[config.mk]
export PLATFORM = sky130hd
export DESIGN_NAME = dmem_arbiter_flat
export DESIGN_NICKNAME = d
export VERILOG_FILES = /design/src/rtl/dmem_arbiter_if.sv /design/src/rtl/dmem_arbiter.sv /design/src/flat_wrapper.sv
export SDC_FILE = /design/constraint.sdc
export NUM_CORES = 1
export LEC_CHECK = 0
export CAP_MARGIN = 0
export CORE_AREA = 2 2 68 70
export DETAILED_ROUTE_END_ITERATION = 16
export DIE_AREA = 0 0 70 72
export PLACE_DENSITY = 0.82
export SETUP_SLACK_MARGIN = 0.4
export SYNTH_ARGS = -nofsm -noshare
export SYNTH_HDL_FRONTEND = slang
export SYNTH_SLANG_ARGS = --single-unit
[constraint.sdc]
create_clock -name clk -period 3.2 [get_ports clk]
set_clock_uncertainty 0.2 [all_clocks]
set_input_delay 0.64 -clock clk [delete_from_list [all_inputs] [get_ports clk]]
set_output_delay 0.64 -clock clk [all_outputs]
set_load 0.01 [all_outputs]
[src/rtl/dmem_arbiter_if.sv]
// dmem_arbiter_if: core, host and data-memory signals around the dmem arbiter
interface dmem_arbiter_if #(parameter int AW = 8, parameter int DW = 8);
  logic          core_req;
  logic          core_we;
  logic [AW-1:0] core_addr;
  logic [DW-1:0] core_wdata;
  logic          core_gnt;
  logic          core_stall;
  logic          core_rvalid;
  logic [DW-1:0] core_rdata;
  logic          host_req;
  logic          host_we;
  logic [AW-1:0] host_addr;
  logic [DW-1:0] host_wdata;
  logic          host_gnt;
  logic          host_rvalid;
  logic [DW-1:0] host_rdata;
  logic          mem_we;
  logic [AW-1:0] mem_addr;
  logic [DW-1:0] mem_di;
  logic [DW-1:0] mem_dout;
  modport slave (
    input  core_req, core_we, core_addr, core_wdata,
    output core_gnt, core_stall, core_rvalid, core_rdata,
    input  host_req, host_we, host_addr, host_wdata,
    output host_gnt, host_rvalid, host_rdata,
    output mem_we, mem_addr, mem_di,
    input  mem_dout
  );
  modport master (
    output core_req, core_we, core_addr, core_wdata,
    input  core_gnt, core_stall, core_rvalid, core_rdata,
    output host_req, host_we, host_addr, host_wdata,
    input  host_gnt, host_rvalid, host_rdata,
    input  mem_we, mem_addr, mem_di,
    output mem_dout
  );
endinterface

[src/rtl/dmem_arbiter.sv]
// dmem_arbiter: core-priority sharing of the data memory with a host port and starvation-forced host grants
module dmem_arbiter #(
  parameter int AW         = 8,
  parameter int DW         = 8,
  parameter int STARVE_MAX = 4
) (
  input  logic            clk,
  input  logic            reset,
  dmem_arbiter_if.slave   bus,
  output logic [2:0]      starve_cnt
);
  localparam logic [2:0] cnt_max = 3'(STARVE_MAX);
  logic          force_host;
  logic [AW-1:0] last_addr;
  logic [DW-1:0] last_di;
  logic          host_wait;
  assign bus.host_gnt   = reset & bus.host_req & (force_host | ~bus.core_req);
  assign bus.core_gnt   = reset & bus.core_req & ~(force_host & bus.host_req);
  assign bus.core_stall = bus.core_req & ~bus.core_gnt;
  assign host_wait      = bus.host_req & ~bus.host_gnt;
  // Idle cycles keep the last address/data on the bus so dmem inputs never glitch
  assign bus.mem_we   = bus.core_gnt ? bus.core_we : bus.host_gnt & bus.host_we;
  assign bus.mem_addr = bus.core_gnt ? bus.core_addr : bus.host_gnt ? bus.host_addr : last_addr;
  assign bus.mem_di   = bus.core_gnt ? bus.core_wdata : bus.host_gnt ? bus.host_wdata : last_di;
  always_ff @(posedge clk or negedge reset) begin
    if (!reset) begin
      starve_cnt      <= 3'd0;
      force_host      <= 1'b0;
      last_addr       <= '0;
      last_di         <= '0;
      bus.core_rvalid <= 1'b0;
      bus.core_rdata  <= '0;
      bus.host_rvalid <= 1'b0;
      bus.host_rdata  <= '0;
    end else begin
      starve_cnt      <= host_wait ? (starve_cnt == cnt_max ? cnt_max : starve_cnt + 3'd1) : 3'd0;
      force_host      <= host_wait & (starve_cnt == cnt_max);
      bus.core_rvalid <= bus.core_gnt & ~bus.core_we;
      bus.host_rvalid <= bus.host_gnt & ~bus.host_we;
      if (bus.core_gnt & ~bus.core_we) bus.core_rdata <= bus.mem_dout;
      if (bus.host_gnt & ~bus.host_we) bus.host_rdata <= bus.mem_dout;
      if (bus.core_gnt | bus.host_gnt) begin
        last_addr <= bus.mem_addr;
        last_di   <= bus.mem_di;
      end
    end
  end
endmodule
[src/flat_wrapper.sv]
// flat-port wrapper written by rule: the top's interface ports become plain ports
module dmem_arbiter_flat 
#(
  parameter int AW         = 8,
  parameter int DW         = 8,
  parameter int STARVE_MAX = 4
)
  (clk, reset, starve_cnt, bus_core_req, bus_core_we, bus_core_addr, bus_core_wdata, bus_core_gnt, bus_core_stall, bus_core_rvalid, bus_core_rdata, bus_host_req, bus_host_we, bus_host_addr, bus_host_wdata, bus_host_gnt, bus_host_rvalid, bus_host_rdata, bus_mem_we, bus_mem_addr, bus_mem_di, bus_mem_dout);
  dmem_arbiter_if #(.AW(AW), .DW(DW)) bus_i ();
  input  logic clk;
  input  logic reset;
  output logic [2:0] starve_cnt;
  input wire logic [$bits(bus_i.core_req)-1:0] bus_core_req;
  input wire logic [$bits(bus_i.core_we)-1:0] bus_core_we;
  input wire logic [$bits(bus_i.core_addr)-1:0] bus_core_addr;
  input wire logic [$bits(bus_i.core_wdata)-1:0] bus_core_wdata;
  output wire logic [$bits(bus_i.core_gnt)-1:0] bus_core_gnt;
  output wire logic [$bits(bus_i.core_stall)-1:0] bus_core_stall;
  output wire logic [$bits(bus_i.core_rvalid)-1:0] bus_core_rvalid;
  output wire logic [$bits(bus_i.core_rdata)-1:0] bus_core_rdata;
  input wire logic [$bits(bus_i.host_req)-1:0] bus_host_req;
  input wire logic [$bits(bus_i.host_we)-1:0] bus_host_we;
  input wire logic [$bits(bus_i.host_addr)-1:0] bus_host_addr;
  input wire logic [$bits(bus_i.host_wdata)-1:0] bus_host_wdata;
  output wire logic [$bits(bus_i.host_gnt)-1:0] bus_host_gnt;
  output wire logic [$bits(bus_i.host_rvalid)-1:0] bus_host_rvalid;
  output wire logic [$bits(bus_i.host_rdata)-1:0] bus_host_rdata;
  output wire logic [$bits(bus_i.mem_we)-1:0] bus_mem_we;
  output wire logic [$bits(bus_i.mem_addr)-1:0] bus_mem_addr;
  output wire logic [$bits(bus_i.mem_di)-1:0] bus_mem_di;
  input wire logic [$bits(bus_i.mem_dout)-1:0] bus_mem_dout;
  assign bus_i.core_req = bus_core_req;
  assign bus_i.core_we = bus_core_we;
  assign bus_i.core_addr = bus_core_addr;
  assign bus_i.core_wdata = bus_core_wdata;
  assign bus_core_gnt = bus_i.core_gnt;
  assign bus_core_stall = bus_i.core_stall;
  assign bus_core_rvalid = bus_i.core_rvalid;
  assign bus_core_rdata = bus_i.core_rdata;
  assign bus_i.host_req = bus_host_req;
  assign bus_i.host_we = bus_host_we;
  assign bus_i.host_addr = bus_host_addr;
  assign bus_i.host_wdata = bus_host_wdata;
  assign bus_host_gnt = bus_i.host_gnt;
  assign bus_host_rvalid = bus_i.host_rvalid;
  assign bus_host_rdata = bus_i.host_rdata;
  assign bus_mem_we = bus_i.mem_we;
  assign bus_mem_addr = bus_i.mem_addr;
  assign bus_mem_di = bus_i.mem_di;
  assign bus_i.mem_dout = bus_mem_dout;
  dmem_arbiter #(.AW(AW), .DW(DW), .STARVE_MAX(STARVE_MAX)) u_core (.clk(clk), .reset(reset), .bus(bus_i), .starve_cnt(starve_cnt));
endmodule
==> metrics.log <==
[metrics] Clock power frac: 29.1%
[metrics] Bufs and invs on worst path: 3
[metrics] Net Count, Synth: 180
[metrics] number of global-route vias before repair: 1,543
[metrics] number of flops mapped to enable cells by yosys: 0
[metrics] chain of cells forming the critical path: dlygate4sd2_1 -> and3_4 -> buf_4 -> a221o_1 -> dlygate4sd2_1
[metrics] global router's overall resource usage: 18.5%
[metrics] Slew Viols, Final: 0
[metrics] post-route cell area: 0.00286 sq mm
[metrics] top cells by area, synth: sky130_fd_sc_hd__dfrtp_1 (53%), sky130_fd_sc_hd__a221o_1 (18%), sky130_fd_sc_hd__mux2_2 (10%)
[metrics] total negative setup slack: 0 ns
[metrics] CP Class: in -> out
[metrics] total overflow reported by the global router: 0
[metrics] fraction of power consumed by combinational cells: 29.0%
[metrics] floorplan die area: 0.00504 sq mm
[metrics] total power divided by cell area: 482 mW/mm^2
[metrics] ys async rst share: 100%
[metrics] class of the most critical hold timing path: in -> async
[metrics] CP Data Arrival Time: 1.88 ns
[metrics] total of buffers placed on input and output ports: 86
[metrics] post-detailed-routing wire length: 4.30 mm
[metrics] clock network latency to the later pin of the worst-skew pair: 0.28 ns
[metrics] HPWL after DPL: 3.13 mm
[metrics] number of antenna violations at the first check in global routing: 0
[metrics] number of hold violations in the final report: 0
[metrics] instance count of the mapped netlist: 132
[metrics] share of synthesized area occupied by flip-flops and latches: 53.0%
[metrics] fill cell total of the finished layout: 343
[metrics] width of the die: 70 um
[metrics] crit path launch type: input pin
[metrics] root buffer selected by CTS: sky130_fd_sc_hd__clkbuf_8
[metrics] number of warnings issued by yosys: 0
[metrics] list of most frequent post-synthesis cells: sky130_fd_sc_hd__dfrtp_1 (38), sky130_fd_sc_hd__a221o_1 (32), sky130_fd_sc_hd__and2_1 (16), sky130_fd_sc_hd__mux2_2 (16)
[metrics] worst slew margin relative to its limit: 65.6%
[metrics] share of the synthesized area in the top cell type: 53.0%
[metrics] detail-routed net length per standard cell: 15.2 um
[metrics] number of instances in the placed design: 273
[metrics] category of cells accounting for the largest share of critical-path delay: buffers and inverters
[metrics] Synth area leader: sky130_fd_sc_hd__dfrtp_1
[metrics] status: completed
[metrics] largest stage delay on the critical path: 0.35 ns
[metrics] Worst path slowest cell: sky130_fd_sc_hd__a221o_1
[metrics] total iterations of the first detailed-routing run: 4
[metrics] starting density of the core: 42.0%
[metrics] Max Clk Rate: 368 MHz
[metrics] clock-pin slew reported for the worst setup and hold paths after clock tree synthesis: 0.07 ns
[metrics] via count normalized by instance count: 5.31
[metrics] synthesized area per cell: 13.6 sq um
[metrics] Worst EP required: 2.36 ns
[metrics] transition time at the pin with the least slew margin: 0.515 ns
[metrics] Layout Nets: 277
[metrics] kind of end point of the critical path: output pin
[metrics] sequential power share: 41.9%
[metrics] starting DRC count in detailed routing: 38
[metrics] number of core rows: 24
[metrics] area after detailed placement: 0.00276 sq mm
[metrics] layout cell share with drive strength beyond 1: 19.6%
[metrics] Period Utilization, post-route: 84.8%
[metrics] Sw Pwr: 0.000351 W
[metrics] overall power of the completed layout: 0.00138 W
[metrics] diode insertion count for antenna repair: 0
[metrics] largest buffer count on any clock path: 2
[metrics] cell area after technology mapping: 0.00179 sq mm
[metrics] IO Count: 87
[metrics] clock tree from TritonCTS: built
[metrics] setup fix buffers added after clock tree synthesis: 0
[metrics] flip-flop and latch count after synthesis: 38
[metrics] core occupancy in the finished layout: 67.1%
[metrics] final number of setup-violating endpoints: 0
[metrics] synthesis-to-finish area growth: 59.7%
[metrics] dominant cell type by count on the critical path: sky130_fd_sc_hd__dlygate4sd2_1
[metrics] remaining antenna violation count: 0
[metrics] switching part of the total power: 25.4%
[metrics] count of maximum capacitance violations: 0
[metrics] wire length of the first global-routing pass: 7.23 mm
[metrics] global placer's final weighted congestion: 0.709
[metrics] core outline area: 0.00426 sq mm
[metrics] largest net degree at the start of global routing: 41
[metrics] Die Span Y: 72 um
[metrics] depth of the CTS H-tree: 2
[metrics] overall via count from detail_route: 1,497
[metrics] cell-internal power: 0.00103 W
[metrics] Primary FF master, synth: sky130_fd_sc_hd__dfrtp_1
[metrics] post-synth cell types: 22
[metrics] number of buffers created by CTS: 5
[metrics] critical path fanouts, max: 6
[metrics] post-route non-filler standard cell count: 282
[metrics] remaining routing DRC violations: 0
[metrics] number of clock sinks: 38
[metrics] leakage power of the design: 1.27 nW
[metrics] Max IR drop VDD: 0.365 mV
[metrics] Min Clock Period, post-route: 2.72 ns
[metrics] most frequent cell after synthesis: sky130_fd_sc_hd__dfrtp_1
[metrics] unrepaired setup endpoints after global routing: no
[power groups by stage]
stage	clock network (W)	registers, W	logic, W
global route	0.000439	0.000587	0.000434
detailed placement	0	0.000588	0.000423
CTS	0.000413	0.000579	0.000406
floorplan	0	0.000606	0.000152
global placement	0	0.000584	0.000419
finish	0.000402	0.000578	0.000400
[final cells by class]
cell class	count	area [sq um]	share of cell area [%]
flip-flops and latches	38	952	33.3
repair buffers	99	946	33.0
multi-input cells	82	774	27.1
clock buffers	5	68.8	2.40
well taps	52	65.1	2.27
clock inverters	3	45.0	1.57
inverters	3	11.3	0.393
[through the flow]
stage,worst slack [ns],hold WS (ns)
floorplan,0.737,0.144
global placement,-0.102,0.287
detailed placement,-0.131,0.294
CTS,0.406,0.261
global route,0.411,0.286
finish,0.485,0.243
[registers in the layout (all words and copies together), names as in the netlist]
| signal | cells |
|---|---|
| u_core.bus.core_rdata | 8 |
| u_core.bus.core_rvalid | 1 |
| u_core.bus.host_rdata | 8 |
| u_core.bus.host_rvalid | 1 |
| u_core.force_host | 1 |
| u_core.last_addr | 8 |
| u_core.last_di | 8 |
| u_core.starve_cnt | 3 |
[path summary, 6_finish.rpt]
| kind | start | endpoint | slack [ns] | cells after the start |
|---|---|---|---|---|
| worst max-delay path | bus_host_req | bus_mem_addr[4] | 0.48 | 5 |
| worst min-delay path | reset | u_core.force_host | 0.24 | 2 |
| worst max register to register | u_core.force_host | u_core.last_addr[4] | 1.45 | 5 |
| worst min register to register | u_core.bus.host_rdata[6] | u_core.bus.host_rdata[6] | 0.31 | 1 |
| max in group asynchronous | reset | u_core.force_host | 2.21 | 2 |
| min in group clk | u_core.bus.host_rdata[6] | u_core.bus.host_rdata[6] | 0.31 | 1 |
[cells by family after synthesis]
logic type,after synthesis,synth area share [%]
AOI/OAI and AO/OA,38,21.1
DFF,38,53.0
and+or+nand+nor,26,9.91
muxes,16,10.0
buffers and inverters,12,4.47
adders and majority gates,2,1.40
[layer usage]
layer | global-route usage (%) | part of all wire [%] | up-vias
met3 | 7.08 | 8.8 | 2
met2 | 30.2 | 47 | 66
li1 | - | - | 714
met1 | 23.0 | 43 | 715
met4 | 5.77 | 0.33 | 0
met5 | 0 | 0 | -
[layout by cell type, fill, tap and decap left out, drive strengths merged, types with 2 or more instances in the layout]
| cell | synthesis | routed |
|---|---|---|
| a21oi | 2 | 2 |
| clkinvlp | 0 | 2 |
| and2 | 16 | 16 |
| buf | 8 | 14 |
| dfrtp | 38 | 38 |
| and3 | 3 | 3 |
| mux2 | 16 | 16 |
| clkdlybuf4s50 | 0 | 64 |
| dlygate4sd2 | 0 | 20 |
| inv | 3 | 3 |
| a221o | 32 | 32 |
| ha | 2 | 2 |
| clkbuf | 1 | 6 |
| nand2 | 2 | 2 |
[what timing repair did]
item	CTS	global route
cloned	1	0
setup endpoints to repair	20	16
hold buffers	0	0
hold endpoints to repair	0	0
resized for setup	26	2
No activity file was read; power rests on OpenSTA's default activity.
